**src/rtl/alif_param_programmer.sv**
```systemverilog
// Serial programmer for the dual-leak ALIF parameter loader: arm, 48 bits MSB-first, release, await params_ready.
// Optional read-back check of the loader outputs is built when PROG_VERIFY_EN is defined.
module alif_param_programmer #(
  parameter int unsigned FIELD_BITS    = 8,
  parameter int unsigned NUM_FIELDS    = 6,
  parameter int unsigned READY_TIMEOUT = 15
) (
  input  logic       clk,
  input  logic       reset,
  input  logic       enable,
  input  logic       cfg_valid,
  output logic       cfg_ready,
  input  logic [2:0] cfg_weight_a,
  input  logic [7:0] cfg_leak_rate_1,
  input  logic [7:0] cfg_leak_rate_2,
  input  logic [7:0] cfg_threshold_min,
  input  logic [3:0] cfg_leak_cycles_1,
  input  logic [3:0] cfg_leak_cycles_2,
  output logic       ldr_load_enable,
  output logic       ldr_serial_data,
  input  logic       ldr_params_ready,
`ifdef PROG_VERIFY_EN
  input  logic [2:0] ldr_weight_a,
  input  logic [7:0] ldr_leak_rate_1,
  input  logic [7:0] ldr_leak_rate_2,
  input  logic [7:0] ldr_threshold_min,
  input  logic [3:0] ldr_leak_cycles_1,
  input  logic [3:0] ldr_leak_cycles_2,
  output logic       verify_err,
`endif
  output logic       busy,
  output logic       done,
  output logic       timeout_err
);

  localparam int unsigned SET_BITS = FIELD_BITS * NUM_FIELDS;
  localparam logic [5:0]  LAST_BIT = 6'(SET_BITS - 1);
  localparam logic [3:0]  TMO_LAST = 4'(READY_TIMEOUT - 1);

  typedef enum logic [2:0] {
    IDLE     = 3'd0,
    ARM      = 3'd1,
    SHIFT    = 3'd2,
    RELEASE  = 3'd3,
    WAIT_RDY = 3'd4
  } state_e;

  state_e                state_q, state_d;
  logic [5:0]            cnt_q, cnt_d;
  logic [3:0]            tmo_q, tmo_d;
  logic [SET_BITS-1:0]   shadow_q, shadow_d;
  logic                  ld_en_q, ld_en_d;
  logic                  sd_q, sd_d;
  logic                  done_q, done_d;
  logic                  tmo_err_q, tmo_err_d;
  logic                  cfg_ready_q, cfg_ready_d;
  logic                  busy_q, busy_d;
  logic [SET_BITS-1:0]   cfg_set_s;

  // Narrow fields are zero-extended to a full byte so every field occupies exactly 8 serial bits.
  assign cfg_set_s = {5'b0, cfg_weight_a, cfg_leak_rate_1, cfg_leak_rate_2,
                      cfg_threshold_min, 4'b0, cfg_leak_cycles_1, 4'b0, cfg_leak_cycles_2};

`ifdef PROG_VERIFY_EN
  logic [SET_BITS-1:0] copy_q, copy_d;
  logic                vfy_err_q, vfy_err_d;
  logic                mismatch_s;

  function automatic logic set_mismatch(input logic [47:0] ref_set, input logic [2:0] wa,
                                        input logic [7:0] lr1, input logic [7:0] lr2,
                                        input logic [7:0] thm, input logic [3:0] lc1,
                                        input logic [3:0] lc2);
    return ({5'b0, wa, lr1, lr2, thm, 4'b0, lc1, 4'b0, lc2} != ref_set);
  endfunction

  assign mismatch_s = set_mismatch(copy_q, ldr_weight_a, ldr_leak_rate_1, ldr_leak_rate_2,
                                   ldr_threshold_min, ldr_leak_cycles_1, ldr_leak_cycles_2);
`endif

  always_comb begin
    state_d   = state_q;
    cnt_d     = cnt_q;
    tmo_d     = tmo_q;
    shadow_d  = shadow_q;
    ld_en_d   = ld_en_q;
    sd_d      = sd_q;
    done_d    = 1'b0;
    tmo_err_d = tmo_err_q;
`ifdef PROG_VERIFY_EN
    copy_d    = copy_q;
    vfy_err_d = vfy_err_q;
`endif
    if (enable) begin
      case (state_q)
        IDLE: begin
          if (cfg_valid) begin
            state_d   = ARM;
            shadow_d  = cfg_set_s;
            cnt_d     = 6'd0;
            tmo_d     = 4'd0;
            ld_en_d   = 1'b1;
            sd_d      = 1'b0;
            tmo_err_d = 1'b0;
`ifdef PROG_VERIFY_EN
            copy_d    = cfg_set_s;
            vfy_err_d = 1'b0;
`endif
          end else begin
            ld_en_d = 1'b0;
            sd_d    = 1'b0;
          end
        end
        ARM: begin
          state_d  = SHIFT;
          ld_en_d  = 1'b1;
          sd_d     = shadow_q[SET_BITS-1];
          shadow_d = {shadow_q[SET_BITS-2:0], 1'b0};
          cnt_d    = 6'd0;
        end
        SHIFT: begin
          // cnt_q names the bit currently on the wire; the next one is loaded on this edge.
          if (cnt_q == LAST_BIT) begin
            state_d = RELEASE;
            ld_en_d = 1'b0;
            sd_d    = 1'b0;
          end else begin
            ld_en_d  = 1'b1;
            sd_d     = shadow_q[SET_BITS-1];
            shadow_d = {shadow_q[SET_BITS-2:0], 1'b0};
            cnt_d    = cnt_q + 6'd1;
          end
        end
        RELEASE: begin
          state_d = WAIT_RDY;
          ld_en_d = 1'b0;
          sd_d    = 1'b0;
          tmo_d   = 4'd0;
        end
        WAIT_RDY: begin
          if (ldr_params_ready) begin
            state_d = IDLE;
            done_d  = 1'b1;
`ifdef PROG_VERIFY_EN
            vfy_err_d = vfy_err_q | mismatch_s;
`endif
          end else if (tmo_q == TMO_LAST) begin
            state_d   = IDLE;
            tmo_err_d = 1'b1;
          end else begin
            tmo_d = tmo_q + 4'd1;
          end
        end
        default: begin
          state_d = IDLE;
          ld_en_d = 1'b0;
          sd_d    = 1'b0;
        end
      endcase
    end else begin
      state_d = state_q;
    end
    cfg_ready_d = (state_d == IDLE);
    busy_d      = (state_d != IDLE);
  end

  // State, datapath and registered outputs; everything except done holds while enable is low.
  always_ff @(posedge clk) begin
    if (reset) begin
      state_q     <= IDLE;
      cnt_q       <= 6'd0;
      tmo_q       <= 4'd0;
      shadow_q    <= '0;
      ld_en_q     <= 1'b0;
      sd_q        <= 1'b0;
      done_q      <= 1'b0;
      tmo_err_q   <= 1'b0;
      cfg_ready_q <= 1'b1;
      busy_q      <= 1'b0;
`ifdef PROG_VERIFY_EN
      copy_q      <= '0;
      vfy_err_q   <= 1'b0;
`endif
    end else begin
      state_q     <= state_d;
      cnt_q       <= cnt_d;
      tmo_q       <= tmo_d;
      shadow_q    <= shadow_d;
      ld_en_q     <= ld_en_d;
      sd_q        <= sd_d;
      done_q      <= done_d;
      tmo_err_q   <= tmo_err_d;
      cfg_ready_q <= cfg_ready_d;
      busy_q      <= busy_d;
`ifdef PROG_VERIFY_EN
      copy_q      <= copy_d;
      vfy_err_q   <= vfy_err_d;
`endif
    end
  end

  assign cfg_ready       = cfg_ready_q;
  assign busy            = busy_q;
  assign done            = done_q;
  assign timeout_err     = tmo_err_q;
  assign ldr_load_enable = ld_en_q;
  assign ldr_serial_data = sd_q;
`ifdef PROG_VERIFY_EN
  assign verify_err      = vfy_err_q;
`endif

endmodule

```
**config.mk**
```make
export PLATFORM = sky130hd
export DESIGN_NAME = alif_param_programmer
export DESIGN_NICKNAME = d
export VERILOG_FILES = /design/src/rtl/alif_param_programmer.sv
export SDC_FILE = /design/constraint.sdc
export NUM_CORES = 1
export LEC_CHECK = 0
export CORE_ASPECT_RATIO = 0.8
export CORE_MARGIN = 10
export CORE_UTILIZATION = 49
export CTS_CLUSTER_SIZE = 10
export DETAILED_ROUTE_END_ITERATION = 6
export GPL_TIMING_DRIVEN = 0
export PLACE_DENSITY_LB_ADDON = 0.25
export SETUP_SLACK_MARGIN = 0.3
export SYNTH_ARGS = -nofsm -noshare
export SYNTH_HDL_FRONTEND = slang
export SYNTH_SLANG_ARGS = --single-unit
```
**constraint.sdc**
```tcl
create_clock -name clk -period 1.95 [get_ports clk]
set_clock_uncertainty 0.2 [all_clocks]
set_input_delay 0.39 -clock clk [delete_from_list [all_inputs] [get_ports clk]]
set_output_delay 0.39 -clock clk [all_outputs]
set_load 0.1 [all_outputs]
```
==> out/results.ini, run 1 <==
[layout]
layoutNonFillerInstCount = 549
drive_gt1_share_pct = 30.6
seq_area_mm2 = 0.00136
multi_input_area_mm2 = 0.00181
fill_cells = 403
nets = 506
n_antenna_cell = 0
area_growth_pct = 47.7

[critical_path]
max_stage_delay_ns = 0.37
cp_top_family = simple AND/OR/NAND/NOR gates
cpMostUsedCell = buf_6
cp_slowest_cell = dfxtp_4
critPathKind = flop to flop
critPathCaptureType = flop
crit_required_ns = 1.98
path_buf_inv = 3
path_cells = ha_4 > and3_4 > buf_6 > and4_4 > buf_6 > nor2_4 > buf_6 > a311oi_2
cp-start-kind = flop
cp_data_arrival_time_ns = 1.96
crit_path_max_fanout = 10

[clock_tree]
clk_path_buf_depth = 2
clk_latency_ns = 0.36
root_buffer = clkbuf_8
cts_max_level = 3
cts-buffers-inserted = 9
clock_sinks = 67
ctsHoldBuffers = 0
path_clk_slew_ns = 0.08
cts_tree = done

[placed_design]
hpwl_um = 5650
io_buffer_count = 44
dp_cells = 502
gp_congestion = 0.785

[drt]
firstDrtPassIters = 4
drc_errors = 0
first_iter_violations = 282
vias_per_cell = 6.16
post_drt_wl_per_cell_um = 18.3
routed_wl_um = 10100
dr_total_vias = 3380
antenna_left = 0

[grt]
grt_max_degree = 12
overflow = 0
grt_pass1_vias = 3162
grt_antenna_before_repair = 0
grt_pass1_wl_um = 15400
grt.total_usage_pct = 18.7

[logic_synthesis]
synth_cells = 377
synthFlopType = dfxtp_1
yosys_warnings = 0
ys_types = 44
ys_seq_area_share_pct = 43.2
async_flop_share_pct = 0
synth.ff_latch_count = 67
syn_avg_cell_area_um2 = 8.24
synth_area_mm2 = 0.00311
synth_edf_count = 0
mappedNetlistNets = 420

[pwr]
p_sw_uw = 932
power_frac_seq_pct = 43.2
ir_worst_vdd_mv = 0.478
p_per_area_mw_per_mm2 = 745
clock_power_share_pct = 39.8
power_leakage_nw = 1.67
p_comb_share_pct = 17.0
p_sw_share_pct = 27.3
internal_power_mw = 2.48

[floorplanning]
core_area_mm2 = 0.00604
rows = 25
die_h_um = 91.2
chipWidth_um = 109
pin_count = 46
die_area_mm2 = 0.00994
start_util_pct = 51.4

[sta]
setup_viol = 0
slew_headroom_pct = 63.8
worstMarginPinSlew_ns = 0.544
period_minus_slack_ns = 1.93
fmax_mhz = 517
slew_violations = 0
grt_setup_unrepaired = true
tns_ns = 0
post-route-period-util_pct = 99.1
finalHoldViolCount = 0

[flow_run]
cap_violations = 0

[worst_hold_path]
hold_class = input port to flop

[status]
status = finished, final reports clean

final timing paths:
check | cells after the start | from | slack [ns] | endpoint
setup / recovery | 8 | cnt_q[0]$_SDFFE_PP0P_ | 0.02 | shadow_q[33]$_SDFFE_PP0P_
hold / removal | 2 | reset | 0.22 | state_q[0]$_SDFF_PP0_
setup reg to reg | 8 | cnt_q[0]$_SDFFE_PP0P_ | 0.02 | shadow_q[33]$_SDFFE_PP0P_
hold reg to reg | 2 | shadow_q[43]$_SDFFE_PP0P_ | 0.27 | shadow_q[43]$_SDFFE_PP0P_
placed cells by master (no fill, tap or decap), drive strengths merged, types with 2 or more instances in the layout:
cell and instances:
nand2b 7, nand2 74, nor2b 4, clkdlybuf4s15 2, o31ai 2, a311oi 35
dfxtp 67, nor2 7, nor4b 2, inv 6, and4 2, nand3b 2
a31oi 3, a21boi 2, and3 5, o21ai 18, dlygate4sd2 2, nand3 8
clkbuf 29, clkdlybuf4s50 35, ha 3, buf 56, bufinv 2, nor3 3
or2 3, mux2i 2, a22oi 2, or3 2, nand4 16, a21oi 53
cell type report:
class / count / area share, %
well taps: 81 / 2.21
repair buffers: 75 / 16.3
clock inverters: 4 / 1.58
clock buffers: 12 / 3.38
plain buffers: 37 / 6.82
flip-flops and latches: 67 / 29.7
inverters: 6 / 0.491
multi-input cells: 267 / 39.5
sequential cells by signal, indices dropped and copies added, names as in the netlist:
register / count
shadow_q: 48
state_q: 3
cnt_q: 6
timeout_err: 1
busy: 1
done: 1
ldr_load_enable: 1
cfg_ready: 1
ldr_serial_data: 1
tmo_q: 4
power groups by stage:
stage               logic (mW)  clock network, mW  registers (mW)
finish                   0.579               1.36            1.47
global route             0.620               1.42            1.48
CTS                      0.532               1.34            1.47
detailed placement       0.472                  0            1.51
global placement         0.461                  0            1.50
floorplan                0.275                  0            1.53
synth_stat cells, drive strengths merged (4+ instances only):
master  instances  area share [%]
nand3           8             1.5
nand2b          7             1.4
buf            17             4.2
nor2            7            0.93
a21oi          53             8.5
a311oi         35             9.9
nand2          74             8.9
nand4          16             3.2
nor2b           4            0.81
and3            5             1.0
inv             6            0.73
clkbuf         20             2.4
dfxtp          67              43
o21ai          18             2.9
stage by stage:
stage          power [mW]  instance area [µm²]  util, %  hold WS, ns  worst slack (ns)
6_report             3.42                 4590     76.0        0.218            0.0169
3_3_place_gp         1.97                 3770     62.4        0.254            -0.550
4_1_cts              3.34                 4360     72.3        0.195            0.0239
5_1_grt              3.52                 4590     76.0        0.225           -0.0828
2_1_floorplan        1.81                 3230        -        0.247             0.143
3_5_place_dp         1.98                 3770     62.4        0.259            -0.590
worst reg2reg max path, delay by kind of cell, from the launching register on:
family | cells | cell delay (ns)
simple gates | 3 | 0.54
fa+ha+maj | 1 | 0.16
compound gates | 1 | 0.11
buf+inv | 3 | 0.43
flops | 1 | 0.37
cell families after synthesis:
group	count (synthesis)	synth area share, %
AOI/OAI and AO/OA	122	25.2
buffers and inverters	43	7.37
adders and majority gates	3	1.21
muxes	3	1.01
and+or+nand+nor	138	21.7
DFF	67	43.2
xor gates and xnor gates	1	0.282
routing by layer:
layer,track usage (%),wire length (µm)
met1,23.6,4270
met2,29.2,4780
met3,5.01,730
met4,7.46,277
met5,0,0
repair_timing:
item / 4_1_cts / 5_1_grt
buffers inserted: 16 / 8
cloned: 5 / 2
setup endpoints to repair: 70 / 63
pin swaps: 22 / 13
gates resized for setup: 108 / 44
(Power assumes the default switching activity.)
==> run 2, diff against run 1 <==
--- a/config.mk
+++ b/config.mk
@@ -5,6 +5,7 @@
 export SDC_FILE = /design/constraint.sdc
 export NUM_CORES = 1
 export LEC_CHECK = 0
+export ABC_CLOCK_PERIOD_IN_PS = 1950
 export CORE_ASPECT_RATIO = 0.8
 export CORE_MARGIN = 10
 export CORE_UTILIZATION = 49
==> results of run 2 <==
Final layout, timing and power as in run 1 (identical DEF).
==> edit 1: new RTL, settings of run 2 <==
The 5 states of `state_e` get a one-hot encoding in 5 bits.
--- a/src/rtl/alif_param_programmer.sv
+++ b/src/rtl/alif_param_programmer.sv
@@ -38,10 +38,10 @@
   localparam logic [3:0]  TMO_LAST = 4'(READY_TIMEOUT - 1);
 
-  typedef enum logic [2:0] {
-    IDLE     = 3'd0,
-    ARM      = 3'd1,
-    SHIFT    = 3'd2,
-    RELEASE  = 3'd3,
-    WAIT_RDY = 3'd4
+  typedef enum logic [4:0] {
+    IDLE     = 5'b00001,
+    ARM      = 5'b00010,
+    SHIFT    = 5'b00100,
+    RELEASE  = 5'b01000,
+    WAIT_RDY = 5'b10000
   } state_e;
 
Formal check against the unedited RTL: no difference found for any inputs over 10 cycles, from zero or initial values and one cycle with reset high; not proved beyond that.
==> edit 1 against run 2 <==
Design area increased by 3.8%. Count of clock-buffer cells in the layout decreased by 1. Sequential share of layout area decreased by 0.42 points. Setup slack improved by 7.2 ps. Wire length decreased by 14%. Sequential power increased by 4%. Clock power decreased by 15%. Via count decreased by 14%. Sequential cell count increased by 2. Area after synthesis increased by 7.9%. Power decreased by 0.92%.
==> edit 1: results (changes against run 2) <==
Share of cells above drive strength 1: 45.1% (was 30.6%). The tools report the clock network latency to the later pin of the worst-skew pair as 340 ps (was 360 ps). The sequential element share of the synthesized area is 41.2% (was 43.2%), and the first-pass GRT wire length is 13.6 mm (was 15.4 mm). Class of the tightest hold or removal check: in2reg (unchanged). The slew of the pin with the lowest slew margin was 695 ps (was 544 ps); the clock-pin slew on the worst setup and hold paths was 70 ps. For the leakage power figure, the log shows 1.88 nW (was 1.67 nW). The count of vias placed by the detailed router was 2912 (was 3380).

The logs give 15.5% (was 18.7%) for the overall fraction of global-route tracks in use and 0.00245 W (was 0.00248 W) for the internal portion of total power. For the wire length reported by the detailed router, the log shows 8.61 mm (was 10.1 mm). The tools report the worst flop-to-flop path startpoint as state_q[2] (was cnt_q[0]). Launch point of the worst hold path: enable (was reset). The number of DRC markers after the initial detailed-route iteration is 158 (was 282), and the weighted congestion reported at the end of routability-driven placement is 0.836 (was 0.785). The end point of the most critical hold path is timeout_err (was state_q[0]). Setup slack after layout: 24.1 ps (was 16.9 ps). Top post-synthesis cells by count: dfxtp_1, nor2_1, mux2i_1 (was nand2_1, dfxtp_1, a21oi_1). The run finished with clean final reports.

For the placed wire-length estimate after detailed placement, the log shows 5.54 mm (was 5.65 mm). The worst hold-check slack was 133 ps (was 218 ps). The number of different library cells in the post-synthesis netlist was 49 (was 44); the pre-CTS setup slack was -480 ps (was -590 ps).

The tools report the worst supply voltage drop on vdd as 0.521 mV (was 0.478 mV). The net count of the mapped netlist is 390 (was 420), and the number of port buffers is 43 (was 44). The area of placed instances is 4020 um2 (was 3770 um2), and the count of cells along the worst hold path is 3 (was 2). The via count of the first global-routing pass came out at 2812 (was 3162).
-- edit 1: area by class of cell --
class	instances	area, um2
plain buffers	28	275
flip-flops and latches	69	1390
multi-input cells	244	2150
repair buffers	68	627
clock buffers	11	151
fillers	459	1740
well taps	84	105
inverters	6	22.5
clock inverters	2	35.0
-- edit 1: power by group through the flow --
stage / clock [W] / sequential (W) / combinational [W]
global route: 0.00122 / 0.00154 / 0.000744
finish: 0.00116 / 0.00153 / 0.000693
floorplan: 0 / 0.00159 / 0.000356
global placement: 0 / 0.00155 / 0.000549
CTS: 0.00117 / 0.00153 / 0.000653
detailed placement: 0 / 0.00155 / 0.000559
-- edit 1: worst max-delay path, stage by stage (launching register included) --
cell and delay (ps):
dfxtp_1 310, buf_6 150, nor2b_4 140, and2_4 150, buf_6 130, a31oi_4 180
buf_12 160, buf_6 170, nor2_2 50, a211oi_2 190
-- edit 1: kinds of logic after synthesis --
family | share of synthesized area (%)
and+or+nand+nor | 16.3
muxes | 10.8
adders and majority gates | 1.12
AOI/OAI and AO/OA | 24.3
DFF | 41.2
buffers and inverters | 6.01
xor gates and xnor gates | 0.261
-- edit 1: what timing repair did --
action,in CTS,in global routing
pin swaps,28,16
cloned,2,0
resized for setup,107,34
setup endpoints to repair,71,69
setup buffers,15,8
-- edit 1: routing by layer --
layer  global-route usage [%]  part of all wire, %  vias up
li1                         -                    -     1419
met3                     4.09                  5.7       12
met1                     20.0                   47     1394
met4                     5.17                  1.1        0
met5                        0                    0        -
met2                     24.4                   47       87
-- edit 1: per-stage QoR --
stage	cells	TNS [ps]	total power, W
2_1_floorplan	347	0	0.00195
3_3_place_gp	474	-20680	0.00210
3_5_place_dp	474	-23230	0.00211
4_1_cts	504	0	0.00335
5_1_grt	512	-191	0.00350
6_report	512	0	0.00338
==> edit 2: new RTL, settings of run 2 <==
Made on the original files. Build with the macro `PROG_VERIFY_EN` defined.
--- a/src/rtl/alif_param_programmer.sv
+++ b/src/rtl/alif_param_programmer.sv
@@ -1,4 +1,6 @@
 // Serial programmer for the dual-leak ALIF parameter loader: arm, 48 bits MSB-first, release, await params_ready.
 // Optional read-back check of the loader outputs is built when PROG_VERIFY_EN is defined.
+`define PROG_VERIFY_EN
+
 module alif_param_programmer #(
   parameter int unsigned FIELD_BITS    = 8,
Ports: changed (7 added); port bits go from 46 to 82. The function was not compared with the original's and may differ.
==> edit 2 against run 2 <==
The run now ends with negative setup slack left. Critical path depth unchanged. Combinational power increased by 97%. Core utilization up 1.0 points. Power rose by 51%. Wire length increased by 49%. Area after synthesis increased by 51%. Design area rose by 54%. Hold slack better by 38 ps. Setup slack worse by 41 ps. Sequential cell count increased by 36. First-iteration DRC count rose by 11%. Count of clock-buffer cells in the layout stayed put.
==> edit 2: results (changes against run 2) <==
The number of cells after detailed placement was 726 (was 502). Area contributors post-synth: dfxtp_1, mux2i_1, nand2_1 (was dfxtp_1, a311oi_1, nand2_1). The setup slack after layout was -24.2 ps (was 16.9 ps); the slew of the pin with the lowest slew margin was 798 ps (was 544 ps). The run finished, with violations left.

The tools report the met3 wire length as 706 um (was 730 um). The number of fill cells is 588 (was 403). The tools report the end point of the most critical hold path as shadow_q[6] (was state_q[0]). Number of setup violations in the final report: 10 (was 0).

The first-pass GRT wire length was 21.4 mm (was 15.4 mm). Post-synthesis adder-cell area fraction: 0.802% (was 1.21%). The worst setup path endpoint was shadow_q[34] (was shadow_q[33]). For the via count of the first global-routing pass, the log shows 4280 (was 3162).

The root cell of the clock tree is clkbuf_16 (was clkbuf_8). Sum of met2 wire segment lengths after detailed routing: 7.53 mm (was 4.78 mm). The final reports fail on negative setup slack.

Master of the slowest instance on the critical path: dfxtp_2 (was dfxtp_4). The clock network latency to the later pin of the worst-skew pair is 340 ps (was 360 ps). The overall fraction of global-route tracks in use was 19.0% (was 18.7%). The sequential element share of the synthesized area is 44.1% (was 43.2%), and the wire length the detailed router placed on met1 is 6.62 mm (was 4.27 mm). The weighted congestion reported at the end of routability-driven placement came out at 0.866 (was 0.785). The placed wire-length estimate after detailed placement is 9.78 mm (was 5.65 mm), and the area of placed instances is 5840 um2 (was 3770 um2). The number of different library cells in the post-synthesis netlist was 43 (was 44). For the count of vias placed by the detailed router, the log shows 4423 (was 3380). The class of the tightest hold or removal check is reg2reg (was in2reg). The number of DRC markers after the initial detailed-route iteration came out at 312 (was 282). The tools report the worst hold-check slack as 256 ps (was 218 ps).

The dominant cell by count in the synthesized netlist was dfxtp_1 (was nand2_1). The pre-CTS setup slack came out at -634 ps (was -590 ps). The fraction of synthesized area in multiplexers was 7.49% (was 1.01%); the storage element area was 2090 um2 (was 1360 um2). Largest net degree at the start of global routing: 17 (was 12). Top post-synthesis cells by count: dfxtp_1, nand2_1, a21oi_1 (was nand2_1, dfxtp_1, a21oi_1). The launch point of the worst hold path was shadow_q[6] (was reset).
==> edit 2: cell types whose count changed after synthesis, sizes merged, moves of 9 or more <==
| cell | before | now |
|---|---|---|
| a211oi | 1 | 35 |
| a311oi | 35 | 1 |
| dfxtp | 67 | 103 |
| mux2i | 2 | 35 |
| nand2 | 74 | 93 |
| nand3 | 8 | 17 |
| nand4 | 16 | 6 |
| nor2 | 7 | 50 |
| o21ai | 18 | 7 |
| xnor2 | 1 | 14 |
| xor2 | 0 | 24 |
==> edit 2: power breakdown <==
group	switching (W)	internal (W)
registers	0.000101	0.00221
clock network	0.000791	0.000908
logic	0.000596	0.000541
==> edit 2: final cells by class <==
cell class                      count  area share, %
Clock buffer                       12           3.48
Tap cell                          115           2.03
Multi-Input combinational cell    385           44.1
Sequential cell                   103           29.5
Buffer                             39           5.64
Timing Repair Buffer              105           14.6
Clock inverter                      4          0.424
Inverter                            4          0.212
==> edit 2: cells by family after synthesis <==
family                   Yosys count
multiplexers                      35
AND/OR/NAND/NOR                  191
AO/OA/AOI/OAI                    118
flip-flops                       103
XOR/XNOR                          38
adder cells (fa/ha/maj)            3
buffers and inverters             43
==> edit 2: timing repair <==
action / CTS / global route
setup buffers: 13 / 8
pin swaps: 26 / 78
resized for setup: 123 / 147
cloned: 0 / 4
endpoints found under the hold margin: 0 / 0
setup endpoints to repair: 106 / 99
==> edit 2: critical path: cells and delay by family, from the launching register on <==
kind                     cells  cell delay (ps)
AO/OA/AOI/OAI                3              620
adder cells (fa/ha/maj)      1              150
buffers and inverters        2              310
flip-flops                   1              360
AND/OR/NAND/NOR              2              190
==> edit 2: layer usage <==
metal	global-route usage (%)	vias up
met2	31.4	116
met3	3.79	18
li1	-	2083
met5	0	-
met1	24.8	2206
met4	5.11	0
